$ cat src/rtl/pc_update_seq.sv
// Registered program-counter unit for the sequential Y86-64 core, with a
// return-address stack that cross-checks every ret and a halt/error state machine.
module pc_update_seq #(
    parameter int                ADDR_W    = 64,
    parameter logic [ADDR_W-1:0] RESET_PC  = {ADDR_W{1'b0}},
    parameter int                RAS_DEPTH = 8,
    parameter int                CNT_W     = 8
) (
    input  logic              clk,
    input  logic              rst,
    input  logic              retire,
    input  logic              stall,
    input  logic [3:0]        icode,
    input  logic              Cnd,
    input  logic [ADDR_W-1:0] valP,
    input  logic [ADDR_W-1:0] valC,
    input  logic [ADDR_W-1:0] valM,
    output logic [ADDR_W-1:0] PC,
    output logic [ADDR_W-1:0] next_pc,
    output logic [1:0]        state,
    output logic              ras_empty,
    output logic              ras_full,
    output logic              ret_mispredict,
    output logic              ras_underflow,
    output logic [CNT_W-1:0]  overflow_cnt,
    output logic [CNT_W-1:0]  mispredict_cnt
);

    localparam int PTR_W = $clog2(RAS_DEPTH);
    localparam int OCC_W = PTR_W + 1;

    localparam logic [PTR_W-1:0] PTR_ONE  = PTR_W'(1);
    localparam logic [OCC_W-1:0] OCC_ONE  = OCC_W'(1);
    localparam logic [OCC_W-1:0] OCC_ZERO = {OCC_W{1'b0}};
    localparam logic [OCC_W-1:0] OCC_MAX  = OCC_W'(RAS_DEPTH);

    localparam logic [3:0] IC_HALT = 4'h0;
    localparam logic [3:0] IC_JXX  = 4'h7;
    localparam logic [3:0] IC_CALL = 4'h8;
    localparam logic [3:0] IC_RET  = 4'h9;
    localparam logic [3:0] IC_MAX  = 4'hB;

    typedef enum logic [1:0] {
        ST_RUN  = 2'b00,
        ST_HALT = 2'b01,
        ST_ERR  = 2'b10
    } state_t;

    function automatic logic [CNT_W-1:0] sat_inc(input logic [CNT_W-1:0] c);
        if (c == {CNT_W{1'b1}}) begin
            return c;
        end else begin
            return c + CNT_W'(1);
        end
    endfunction

    state_t              state_r;
    state_t              state_nx_s;
    logic [ADDR_W-1:0]   pc_r;
    logic [ADDR_W-1:0]   pc_nx_s;
    logic [ADDR_W-1:0]   next_pc_s;
    logic [PTR_W-1:0]    ptr_r;
    logic [PTR_W-1:0]    ptr_nx_s;
    logic [PTR_W-1:0]    ptr_dec_s;
    logic [OCC_W-1:0]    occ_r;
    logic [OCC_W-1:0]    occ_nx_s;
    logic                mispredict_r;
    logic                mispredict_nx_s;
    logic                underflow_r;
    logic                underflow_nx_s;
    logic [CNT_W-1:0]    ovf_cnt_r;
    logic [CNT_W-1:0]    ovf_cnt_nx_s;
    logic [CNT_W-1:0]    mis_cnt_r;
    logic [CNT_W-1:0]    mis_cnt_nx_s;
    logic                ras_we_s;
    logic [ADDR_W-1:0]   ras_top_s;
    logic                ras_empty_s;
    logic                ras_full_s;
    logic                commit_s;
    logic [ADDR_W-1:0]   ras_mem_r [RAS_DEPTH];

    // ptr_r is the next free slot, so the top entry sits one below it (mod depth)
    assign ptr_dec_s   = ptr_r - PTR_ONE;
    assign ras_top_s   = ras_mem_r[ptr_dec_s];
    assign ras_empty_s = (occ_r == OCC_ZERO);
    assign ras_full_s  = (occ_r == OCC_MAX);
    assign commit_s    = retire & ~stall & (state_r == ST_RUN);

    // Next-PC selection from the retiring instruction's class
    always_comb begin
        next_pc_s = valP;
        case (icode)
            IC_JXX: begin
                if (Cnd) begin
                    next_pc_s = valC;
                end else begin
                    next_pc_s = valP;
                end
            end
            IC_CALL: next_pc_s = valC;
            IC_RET:  next_pc_s = valM;
            default: next_pc_s = valP;
        endcase
    end

    // Run/halt/error next-state logic; HALT and ERR only leave through rst
    always_comb begin
        state_nx_s = state_r;
        case (state_r)
            ST_RUN: begin
                if (commit_s && (icode == IC_HALT)) begin
                    state_nx_s = ST_HALT;
                end else if (commit_s && (icode > IC_MAX)) begin
                    state_nx_s = ST_ERR;
                end else begin
                    state_nx_s = ST_RUN;
                end
            end
            ST_HALT: state_nx_s = ST_HALT;
            ST_ERR:  state_nx_s = ST_ERR;
            default: state_nx_s = ST_ERR;
        endcase
    end

    // FSM state register
    always_ff @(posedge clk or posedge rst) begin
        if (rst) begin
            state_r <= ST_RUN;
        end else begin
            state_r <= state_nx_s;
        end
    end

    // PC, RAS bookkeeping and event counters for a committing instruction
    always_comb begin
        pc_nx_s         = pc_r;
        ptr_nx_s        = ptr_r;
        occ_nx_s        = occ_r;
        mispredict_nx_s = 1'b0;
        underflow_nx_s  = 1'b0;
        ovf_cnt_nx_s    = ovf_cnt_r;
        mis_cnt_nx_s    = mis_cnt_r;
        ras_we_s        = 1'b0;
        if (commit_s && (icode != IC_HALT) && (icode <= IC_MAX)) begin
            pc_nx_s = next_pc_s;
            case (icode)
                IC_CALL: begin
                    ras_we_s = 1'b1;
                    ptr_nx_s = ptr_r + PTR_ONE;
                    if (ras_full_s) begin
                        ovf_cnt_nx_s = sat_inc(ovf_cnt_r);
                    end else begin
                        occ_nx_s = occ_r + OCC_ONE;
                    end
                end
                IC_RET: begin
                    if (ras_empty_s) begin
                        underflow_nx_s = 1'b1;
                    end else begin
                        ptr_nx_s = ptr_dec_s;
                        occ_nx_s = occ_r - OCC_ONE;
                        if (ras_top_s != valM) begin
                            mispredict_nx_s = 1'b1;
                            mis_cnt_nx_s    = sat_inc(mis_cnt_r);
                        end else begin
                            mispredict_nx_s = 1'b0;
                        end
                    end
                end
                default: begin
                    ras_we_s = 1'b0;
                end
            endcase
        end else begin
            pc_nx_s = pc_r;
        end
    end

    // Datapath and status registers
    always_ff @(posedge clk or posedge rst) begin
        if (rst) begin
            pc_r         <= RESET_PC;
            ptr_r        <= {PTR_W{1'b0}};
            occ_r        <= OCC_ZERO;
            mispredict_r <= 1'b0;
            underflow_r  <= 1'b0;
            ovf_cnt_r    <= {CNT_W{1'b0}};
            mis_cnt_r    <= {CNT_W{1'b0}};
        end else begin
            pc_r         <= pc_nx_s;
            ptr_r        <= ptr_nx_s;
            occ_r        <= occ_nx_s;
            mispredict_r <= mispredict_nx_s;
            underflow_r  <= underflow_nx_s;
            ovf_cnt_r    <= ovf_cnt_nx_s;
            mis_cnt_r    <= mis_cnt_nx_s;
        end
    end

    // RAS storage; a push when full lands on the oldest slot, overwriting it
    always_ff @(posedge clk) begin
        if (ras_we_s) begin
            ras_mem_r[ptr_r] <= valP;
        end
    end

    assign PC             = pc_r;
    assign next_pc        = next_pc_s;
    assign state          = state_r;
    assign ras_empty      = ras_empty_s;
    assign ras_full       = ras_full_s;
    assign ret_mispredict = mispredict_r;
    assign ras_underflow  = underflow_r;
    assign overflow_cnt   = ovf_cnt_r;
    assign mispredict_cnt = mis_cnt_r;

endmodule

$ cat config.mk
export PLATFORM = sky130hd
export DESIGN_NAME = pc_update_seq
export DESIGN_NICKNAME = d
export VERILOG_FILES = /design/src/rtl/pc_update_seq.sv
export SDC_FILE = /design/constraint.sdc
export NUM_CORES = 1
export LEC_CHECK = 0
export ABC_CLOCK_PERIOD_IN_PS = 7100
export CAP_MARGIN = 30
export CORE_MARGIN = 10
export CORE_UTILIZATION = 45
export CTS_CLUSTER_DIAMETER = 50
export DETAILED_ROUTE_END_ITERATION = 6
export PLACE_DENSITY = 0.65
export SYNTH_ARGS = -nofsm -noshare
export SYNTH_HDL_FRONTEND = slang
export SYNTH_SLANG_ARGS = --single-unit
$ cat constraint.sdc
create_clock -name clk -period 7.1 [get_ports clk]
set_input_delay 1.42 -clock clk [delete_from_list [all_inputs] [get_ports clk]]
set_output_delay 1.42 -clock clk [all_outputs]
set_load 0.01 [all_outputs]
==> metrics.md, run 1 <==
| Metric | Value |
|---|---|
| Outcome | `finished, final reports clean` |
| # setup viols final | `0` |
| Worst-case clock buffer depth | `3` |
| Die Span X | `254.2 microns` |
| Unrepaired setup endpoints after global routing | `no` |
| R2r setup slk | `2.47 ns` |
| Crit path DAT | `4.69 ns` |
| Clk_lat worst skew | `0.60 ns` |
| Top cell type's share of synthesized area | `0.6229` |
| Share of cells above drive strength 1 | `0.1568` |
| Cts bufs inserted | `70` |
| Setup crit start kind | `input port` |
| Vias post-DR | `14,253` |
| Syn Inst Count | `1,383` |
| Number of global-route vias before repair | `14,934` |
| Ys flop type | `edfxtp_1` |
| Initial antenna violation count | `4` |
| Row Count | `85` |
| TritonCTS clock tree | `built` |
| Crit path kind | `in2out` |
| Layout fillers | `4,157` |
| Register bit count reported by yosys | `603` |
| Post-synth EDFFs | `512` |
| Critical Path RT | `5.68 ns` |
| Clk slew on worst S/H paths | `0.06 ns` |
| Synth warn | `0` |
| Syn-to-layout area delta | `27.85%` |
| Post-CTS sizing | `0` |
| Final hold violation count | `0` |
| PortBufs | `350` |
| Library cells used by synthesis | `54` |
| Clock Skew | `0.01972 ns` |
| Beginning of the worst hold path | `PC[21]$_DFFE_PP0P_` |
| Relative slew slack | `0.4046` |
| Crit path from | `icode[2]` |
| Setup_tns | `0 ns` |
| Area leader, netlist | `edfxtp_1` |
| Crit path capture type | `output port` |
| Largest net degree at the start of global routing | `75` |
| Wire length per cell | `26.25 microns` |
| Final period util | `0.8602` |
| CTS H-Tree Depth | `3` |
| Mapped Area | `0.02468 sq mm` |
| Diode count | `0` |
| Tightest Pin Transition | `0.8910 ns` |
| Synth area leaders | `edfxtp_1, mux4_2, dfrtp_1` |
| Final total power | `0.01113 W` |
| Synth async-reset ratio | `0.1509` |
| F_max | `163.7 MHz` |
| P_leak | `10.85 nW` |
| Routed WL | `66.31 mm` |
| Syn nets | `1,591` |
| Count leader, synth | `edfxtp_1` |
| Initial Util | `0.4569` |
| Total track usage | `0.2050` |
| Worst hold path type | `reg2reg` |
| Pwr dens | `352.7 mW/mm^2` |
| Die Y | `254.2 microns` |
| Die Area | `0.06462 sq mm` |
| Maximum vdd ir drop | `0.2248 mV` |
| DRC viols | `0` |
| Syn avg cell area | `17.85 sq um` |
| I/O Pins | `351` |
| Post-DP HPWL | `43.47 mm` |
| Tmin final | `6.107 ns` |
| DRT Pass-1 Iters | `6` |
| Sequential fraction of the synthesis area | `0.7151` |
| CP max FO | `33` |
| First-pass GRT wire length | `97.52 mm` |
| Worst r2r src | `ptr_r[0]$_DFFE_PP0P_` |
| Starting DRT DRC Count | `1,298` |
| Total overflow reported by the global router | `0` |
| Max Cap Viol | `0` |
| ANT nets after route | `0` |
| Final Wtd Congestion | `0.7492` |
| Root Buffer Master | `clkbuf_16` |
| Number of clock sinks | `603` |
| # nets final | `1,981` |
| Number of setup buffers added after CTS | `0` |
| Core Box Area | `0.05403 sq mm` |
| Slew Limit Fails | `0` |
| DR vias/cell | `5.643` |
| Most instantiated cells after synthesis | `edfxtp_1, mux4_2, xnor2_1` |
| Hold buffers post-CTS | `0` |
-- final cells by class --
| type | count | area [sq um] | area share |
|---|---|---|---|
| clock buffers | 96 | 2026 | 0.06419 |
| clock inverters | 33 | 360.3 | 0.01142 |
| inverters | 74 | 281.5 | 0.008921 |
| multi-input cells | 640 | 6535 | 0.2071 |
| flip-flops and latches | 603 | 17660 | 0.5595 |
| well taps | 696 | 870.8 | 0.02759 |
| repair buffers | 384 | 3829 | 0.1213 |
-- routing by layer --
| metal | share of wire | track usage | vias up |
|---|---|---|---|
| met4 | 0.020 | 0.05028 | 8 |
| met3 | 0.066 | 0.04591 | 98 |
| met2 | 0.49 | 0.3326 | 471 |
| li1 | - | - | 6302 |
| met1 | 0.43 | 0.2778 | 7374 |
| met5 | 0.00077 | 0 | - |
-- layout by cell type, fill, tap and decap left out, drive strengths merged, types with 2 or more instances in the layout --
| cell type | n |
|---|---|
| xnor2 | 110 |
| a21oi | 13 |
| mux2i | 21 |
| dfrtp | 91 |
| buf | 34 |
| mux4 | 120 |
| a222oi | 64 |
| nor3 | 9 |
| xor2 | 41 |
| a2111oi | 7 |
| o22ai | 4 |
| clkinv | 17 |
| clkdlybuf4s50 | 350 |
| o21ai | 68 |
| clkinvlp | 6 |
| and2 | 2 |
| bufinv | 5 |
| mux2 | 3 |
| nand4 | 21 |
| nor2 | 16 |
| edfxtp | 512 |
| nand2 | 87 |
| nand2b | 2 |
| nand3 | 18 |
| nor4 | 6 |
| and3 | 3 |
| ha | 6 |
| inv | 79 |
| clkbuf | 96 |
-- logic make-up after synthesis --
| logic type | Yosys count | synth area share |
|---|---|---|
| AND/OR/NAND/NOR | 168 | 0.03128 |
| flip-flops | 603 | 0.7151 |
| AO/OA/AOI/OAI | 170 | 0.05150 |
| adder cells (fa/ha/maj) | 7 | 0.003852 |
| buffers and inverters | 140 | 0.02499 |
| XOR/XNOR | 151 | 0.05388 |
| multiplexers | 144 | 0.1194 |
-- registers in the layout (all words and copies together), names as in the netlist --
register / flops
ras_mem_r: 512
mispredict_cnt: 8
state: 2
ras_underflow: 1
PC: 64
occ_r: 4
ret_mispredict: 1
ptr_r: 3
overflow_cnt: 8
-- stage by stage --
step	cell area, sq um	hold WS (ns)	std cells	setup slack (ns)	utilization
2_1_floorplan	24690	0.4877	1383	1.518	-
3_3_place_gp	29140	0.4630	2396	1.013	0.5394
3_5_place_dp	29170	0.4697	2397	1.080	0.5399
4_1_cts	31560	0.4825	2526	1.059	0.5841
5_1_grt	31560	0.5026	2526	0.8196	0.5841
6_report	31560	0.4751	2526	0.9928	0.5841
-- critical path: stages --
cell	delay, ns
clkdlybuf4s50_1	0.56
nor2_1	0.09
and2_1	0.21
nand2_1	0.20
clkinv_2	0.54
buf_4	0.48
a222oi_1	0.52
inv_1	0.08
clkdlybuf4s50_1	0.50
-- power breakdown --
group	switching (W)	internal [W]
clock network	0.00144	0.00220
logic	0.00172	0.00170
registers	0.000102	0.00397
-- path summary, 6_finish.rpt --
| kind | depth (start not counted) | endpoint |
|---|---|---|
| worst max-delay path | 9 | next_pc[58] |
| worst min-delay path | 2 | PC[21]$_DFFE_PP0P_ |
| worst max register to register | 11 | mispredict_cnt[4]$_DFFE_PP0P_ |
| worst min register to register | 2 | PC[21]$_DFFE_PP0P_ |
| max in group asynchronous | 3 | ptr_r[0]$_DFFE_PP0P_ |
| min in group asynchronous | 2 | mispredict_cnt[1]$_DFFE_PP0P_ |
Note: power is estimated with default switching activity, not from simulation.
==> inputs of run 2 (changes only) <==
CORE_ASPECT_RATIO = 1.5   (was not set)
==> metrics.md, run 2 (synthesis results as in run 1) <==
| Metric | Value |
|---|---|
| Top reg by flops | `ras_mem_r (unchanged)` |
| Relative slew slack | `0.4003 (was 0.4046)` |
| DR vias/cell | `5.722 (was 5.643)` |
| Vias post-DR | `14,357 (was 14,253)` |
| Clock share of power | `0.293 (was 0.327)` |
| Tightest Pin Transition | `0.8922 ns (was 0.8910 ns)` |
| Post-CTS sizing | `0 (unchanged)` |
| Number of setup buffers added after CTS | `0 (unchanged)` |
| Clk slew on worst S/H paths | `0.06 ns (about the same)` |
| Slew Limit Fails | `0 (unchanged)` |
| Total track usage | `0.2097 (was 0.2050)` |
| Internal | `0.007519 W (was 0.007877 W)` |
| Tmin final | `5.933 ns (was 6.107 ns)` |
| Placed cell areas | `0.02923 sq mm (was 0.02917 sq mm)` |
| Max reg flops | `512 (unchanged)` |
| DRC viols | `3 (was 0)` |
| Total overflow reported by the global router | `0 (unchanged)` |
| Most common cell after layout, fill and taps aside | `edfxtp_1 (unchanged)` |
| Clock Skew | `0.01570 ns (was 0.01972 ns)` |
| Cts bufs inserted | `56 (was 70)` |
| Final Wtd Congestion | `0.7812 (was 0.7492)` |
| Maximum vdd ir drop | `0.1940 mV (was 0.2248 mV)` |
| CTS H-Tree Depth | `2 (was 3)` |
| Initial Util | `0.4527 (was 0.4569)` |
| Die Span X | `211.2 microns (was 254.2 microns)` |
| Number of clock sinks | `603 (unchanged)` |
| Root Buffer Master | `clkbuf_16 (unchanged)` |
| Final hold slack | `0.4805 ns (was 0.4751 ns)` |
| Row Count | `105 (was 85)` |
| Max Cap Viol | `0 (unchanged)` |
| Violated checks | `design-rule violations` |
| Pwr dens | `341.9 mW/mm^2 (was 352.7 mW/mm^2)` |
| Final period util | `0.8356 (was 0.8602)` |
| Part of the power in registers | `0.385 (was 0.366)` |
| I/O Pins | `351 (unchanged)` |
| Sw frac | `0.2957 (was 0.2923)` |
| Routed WL | `68.05 mm (was 66.31 mm)` |
| Commonest cells after routing, fill and taps aside | `edfxtp_1, clkdlybuf4s50_1, mux4_2, xnor2_1, dfrtp_1 (unchanged)` |
| Non-filler cells, final | `2,509 (was 2,526)` |
| Setup_tns | `0 ns (unchanged)` |
| Hold buffers post-CTS | `0 (unchanged)` |
| Starting DRT DRC Count | `1,235 (was 1,298)` |
| Die Area | `0.06481 sq mm (was 0.06462 sq mm)` |
| Largest net degree at the start of global routing | `70 (was 75)` |
| Clk_lat worst skew | `0.59 ns (was 0.60 ns)` |
| Core Box Area | `0.05452 sq mm (was 0.05403 sq mm)` |
| Unrepaired setup endpoints after global routing | `no (unchanged)` |
| Wire length per cell | `27.12 microns (was 26.25 microns)` |
| # nets final | `1,974 (was 1,981)` |
| Final hold violation count | `0 (unchanged)` |
| DRT Pass-1 Iters | `7 (was 6)` |
| F_max | `168.6 MHz (was 163.7 MHz)` |
| Worst-case clock buffer depth | `3 (unchanged)` |
| Worst hold path type | `reg2reg (unchanged)` |
| Die Y | `306.8 microns (was 254.2 microns)` |
| ANT nets after route | `0 (unchanged)` |
| # setup viols final | `0 (unchanged)` |
| Crit path capture type | `output port (unchanged)` |
| Crit path kind | `in2out (unchanged)` |
| PortBufs | `350 (unchanged)` |
| Outcome | `complete, but fails checks (was finished, final reports clean)` |
| Syn-to-layout area delta | `26.50% (was 27.85%)` |
| Critical Path RT | `5.68 ns (about the same)` |
| First-pass GRT wire length | `101.2 mm (was 97.52 mm)` |
| P_sw | `0.003157 W (was 0.003254 W)` |
| Final instance area | `0.03122 sq mm (was 0.03156 sq mm)` |
| Post-placement cell count | `2,401 (was 2,397)` |
| TritonCTS clock tree | `built (unchanged)` |
| Setup crit start kind | `input port (unchanged)` |
| P_leak | `10.70 nW (was 10.85 nW)` |
| Share of cells above drive strength 1 | `0.1521 (was 0.1568)` |
| Combinational power share | `0.322 (was 0.307)` |
| Crit path DAT | `4.51 ns (was 4.69 ns)` |
| Initial antenna violation count | `2 (was 4)` |
| Layout fillers | `4,149 (was 4,157)` |
| Number of global-route vias before repair | `15,403 (was 14,934)` |
| Diode count | `0 (unchanged)` |
| CP max FO | `30 (was 33)` |
| Post-DP HPWL | `45.49 mm (was 43.47 mm)` |
-- run 2: cell count changes in the layout (fill, tap and decap cells not counted), moves of 3 or more --
cell,before,now
clkbuf_1,14,7
buf_4,29,32
clkbuf_16,75,58
clkinv_2,7,11
clkinv_1,5,8
clkinv_4,3,0
-- run 2: final cells by class --
cell class | count | area (sq um) | area share
sequential | 603 | 17660 | 0.5654
multi-input combinational | 640 | 6543 | 0.2095
timing repair buffer | 391 | 3930 | 0.1259
clock buffer | 71 | 1560 | 0.04997
tap | 695 | 869.6 | 0.02785
clock inverter | 35 | 386.6 | 0.01238
inverter | 74 | 280.3 | 0.008976
-- run 2: worst paths after layout --
path	start	to	slack, ns	cells after the start
worst max-delay path	icode[3]	next_pc[6]	1.17	8
worst min-delay path	PC[44]$_DFFE_PP0P_	PC[44]$_DFFE_PP0P_	0.48	2
worst max register to register	ptr_r[0]$_DFFE_PP0P_	mispredict_cnt[5]$_DFFE_PP0P_	1.67	11
worst min register to register	PC[44]$_DFFE_PP0P_	PC[44]$_DFFE_PP0P_	0.48	2
max in group asynchronous	rst	PC[7]$_DFFE_PP0P_	4.75	4
min in group asynchronous	rst	PC[56]$_DFFE_PP0P_	1.24	2
-- run 2: stage by stage --
stage	worst slack, ns	utilization	power, W
floorplan	1.518	-	0.006408
global placement	1.231	0.5354	0.007634
detailed placement	1.111	0.5361	0.007692
CTS	1.099	0.5718	0.01082
global route	0.9797	0.5727	0.01115
finish	1.167	0.5727	0.01068
-- run 2: critical path, cell delays in order --
cell and delay (ns):
clkdlybuf4s50_1 0.63, and2_1 0.27, nand2_1 0.18, inv_2 0.59, buf_4 0.52, a222oi_1 0.21, inv_1 0.09, clkdlybuf4s50_1 0.56
-- run 2: routing by layer --
layer  global-route usage  wire [microns]  vias up
met4              0.05505            1539        2
met3              0.03330            4175       89
met5                    0              13        -
met2               0.3765           36150      534
met1               0.2569           26170     7481
li1                     -               -     6251
-- run 2: power groups by stage --
| stage | combinational [W] | clock (W) | sequential, W |
|---|---|---|---|
| after floorplan | 0.00224 | 0 | 0.00417 |
| after global placement | 0.00345 | 0 | 0.00418 |
| after detailed placement | 0.00350 | 0 | 0.00419 |
| after CTS | 0.00352 | 0.00318 | 0.00412 |
| after global routing | 0.00369 | 0.00333 | 0.00413 |
| final | 0.00344 | 0.00313 | 0.00411 |
==> inputs of run 3 (changes only) <==
ABC_CLOCK_PERIOD_IN_PS = 5800   (was 7100)
clock period = 5.8 ns   (was 7.1 ns; I/O delays follow)
==> metrics.md, run 3 (synthesis results as in run 1) <==
| Metric | Value |
|---|---|
| Outcome | `finished, final reports clean (was complete, but fails checks)` |
| I/O Pins | `351 (unchanged)` |
| P_leak | `10.68 nW (was 10.70 nW)` |
| Post-CTS sizing | `0 (unchanged)` |
| Setup crit start kind | `input port (unchanged)` |
| Slowest cell on the critical path | `clkdlybuf4s50_1 (unchanged)` |
| # setup viols final | `0 (unchanged)` |
| Setup_tns | `0 ns (unchanged)` |
| DRT Pass-1 Iters | `7 (unchanged)` |
| Unrepaired setup endpoints after global routing | `no (unchanged)` |
| Die Y | `306.8 microns (unchanged)` |
| Crit path kind | `in2out (unchanged)` |
| Wire length per cell | `27.12 microns (about the same)` |
| Hold buffers post-CTS | `0 (unchanged)` |
| Number of clock sinks | `603 (unchanged)` |
| CP most frequent cell | `clkdlybuf4s50_1 (unchanged)` |
| Number of setup buffers added after CTS | `0 (unchanged)` |
| Total overflow reported by the global router | `0 (unchanged)` |
| Top reg by flops | `ras_mem_r (unchanged)` |
| Critical Path RT | `4.64 ns (was 5.68 ns)` |
| Number of global-route vias before repair | `15,251 (was 15,403)` |
| Layout fillers | `4,180 (was 4,149)` |
| DR vias/cell | `5.727 (was 5.722)` |
| Post-DP HPWL | `45.30 mm (was 45.49 mm)` |
| Final hold violation count | `0 (unchanged)` |
| Largest net degree at the start of global routing | `70 (unchanged)` |
| Final Wtd Congestion | `0.7711 (was 0.7812)` |
| Vias post-DR | `14,380 (was 14,357)` |
| Die Span X | `211.2 microns (unchanged)` |
| Crit path from | `icode[3] (unchanged)` |
| First-pass GRT wire length | `100.1 mm (was 101.2 mm)` |
| Crit path DAT | `4.12 ns (was 4.51 ns)` |
| Share of cells above drive strength 1 | `0.1517 (was 0.1521)` |
| DRC viols | `0 (was 3)` |
| Crit path capture type | `output port (unchanged)` |
| Critical path's largest stage delay | `0.62 ns (was 0.63 ns)` |
| Clk_lat worst skew | `0.61 ns (was 0.59 ns)` |
| Slew Limit Fails | `0 (unchanged)` |
| Worst hold path type | `reg2reg (unchanged)` |
| Syn-to-layout area delta | `26.27% (was 26.50%)` |
| CP bufs+invs | `5 (unchanged)` |
| Worst r2r src | `ptr_r[0]$_DFFE_PP0P_ (unchanged)` |
| Final Util | `0.5717 (was 0.5727)` |
| Tmin final | `5.282 ns` |
| Row Count | `105 (unchanged)` |
| Total track usage | `0.2095 (was 0.2097)` |
| Commonest cells after routing, fill and taps aside | `edfxtp_1, clkdlybuf4s50_1, mux4_2, xnor2_1, dfrtp_1 (unchanged)` |
| Initial antenna violation count | `1 (was 2)` |
| Routed WL | `68.10 mm (was 68.05 mm)` |
| # nets final | `1,972 (was 1,974)` |
| Final period util | `0.9107` |
| ANT nets after route | `0 (unchanged)` |
| WHS Path Cells | `2 (unchanged)` |
| Critical path, cell by cell | `clkdlybuf4s50_1 > and2_1 > nand2_1 > inv_2 > buf_4 > a222oi_1 > inv_1 > clkdlybuf4s50_1 (unchanged)` |
| Most common cell after layout, fill and taps aside | `edfxtp_1 (unchanged)` |
| CP max FO | `30 (unchanged)` |
| R2R cell count | `10 (was 11)` |
| Max reg flops | `512 (unchanged)` |
| Maximum vdd ir drop | `0.2632 mV (was 0.1940 mV)` |
| CTS H-Tree Depth | `2 (unchanged)` |
| Worst-case clock buffer depth | `3 (unchanged)` |
| Pwr dens | `418.0 mW/mm^2 (was 341.9 mW/mm^2)` |
| Max Cap Viol | `0 (unchanged)` |
| F_max | `189.3 MHz` |
| Relative slew slack | `0.3584 (was 0.4003)` |
| Root Buffer Master | `clkbuf_16 (unchanged)` |
| Tightest Pin Transition | `0.9602 ns (was 0.8922 ns)` |
| Worst path depth | `8 (unchanged)` |
| Clk slew on worst S/H paths | `0.06 ns (about the same)` |
| Core Box Area | `0.05452 sq mm (unchanged)` |
| PortBufs | `350 (unchanged)` |
| Initial Util | `0.4527 (unchanged)` |
| Die Area | `0.06481 sq mm (unchanged)` |
| TritonCTS clock tree | `built (unchanged)` |
| Largest delay share family, worst path | `buffers and inverters (unchanged)` |
| Starting DRT DRC Count | `1,401 (was 1,235)` |
| Post-placement cell count | `2,399 (was 2,401)` |
| Cts bufs inserted | `58 (was 56)` |
| Clock Skew | `0.02223 ns (was 0.01570 ns)` |
| Non-filler cells, final | `2,511 (was 2,509)` |
| Beginning of the worst hold path | `PC[4]$_DFFE_PP0P_ (was PC[44]$_DFFE_PP0P_)` |
==> run 3: cell types whose count changed in the layout (fill, tap and decap cells not counted), sizes merged <==
| cell | delta |
|---|---|
| buf | -4 |
| bufinv | -2 |
| clkbuf | +6 |
| clkinv | +1 |
| clkinvlp | -3 |
| diode | +3 |
| inv | +1 |
==> run 3: power by group <==
| part | total [W] | switching, W | leakage, nW | internal (W) |
|---|---|---|---|---|
| combinational | 0.00427 | 0.00216 | 3.97 | 0.00210 |
| clock | 0.00378 | 0.00162 | 0.952 | 0.00216 |
| sequential | 0.00498 | 0.000116 | 5.75 | 0.00486 |
| total | 0.0130 | 0.00390 | 10.7 | 0.00913 |
==> run 3: through the flow <==
step,total power [W],cell area [sq um],setup WS (ns),hold WS (ns)
2_1_floorplan,0.007845,24690,0.4784,0.4877
3_3_place_gp,0.009379,29210,0.6222,0.4632
3_5_place_dp,0.009410,29250,0.5492,0.4699
4_1_cts,0.01320,31160,0.5500,0.4842
5_1_grt,0.01359,31160,0.3381,0.5050
6_report,0.01303,31170,0.5179,0.4806
==> run 3: metal layers <==
layer	global-route usage	wire length [microns]	vias up	share of wire
met5	0	0	-	0
met4	0.07210	2076	0	0.030
met3	0.03717	4625	105	0.068
met2	0.3629	35250	565	0.52
met1	0.2591	26150	7461	0.38
li1	-	-	6249	-
==> run 3: cell type report <==
cell class / instances / area (sq um) / area share
well taps: 695 / 869.6 / 0.02790
clock buffers: 77 / 1594 / 0.05114
flip-flops and latches: 603 / 17660 / 0.5665
repair buffers: 387 / 3905 / 0.1253
inverters: 74 / 280.3 / 0.008992
diodes: 3 / 7.507 / 0.0002409
clock inverters: 32 / 312.8 / 0.01004
multi-input cells: 640 / 6543 / 0.2099
==> run 3: worst paths after layout <==
kind	endpoint	slack, ns
max	next_pc[2]	0.52
min	PC[4]$_DFFE_PP0P_	0.48
max reg2reg	mispredict_cnt[5]$_DFFE_PP0P_	0.89
min reg2reg	PC[4]$_DFFE_PP0P_	0.48
max in group asynchronous	ptr_r[0]$_DFFE_PP0P_	3.85
min in group asynchronous	PC[61]$_DFFE_PP0P_	0.87
==> run 3: worst register-to-register path, delay by kind of cell (launching register included) <==
| kind | cells | cell delay [ns] |
|---|---|---|
| xor gates and xnor gates | 2 | 0.67 |
| AOI/OAI and AO/OA | 2 | 1.08 |
| and+or+nand+nor | 3 | 1.16 |
| DFF | 1 | 0.50 |
| adders and majority gates | 1 | 0.60 |
| muxes | 1 | 0.42 |
| buffers and inverters | 1 | 0.30 |
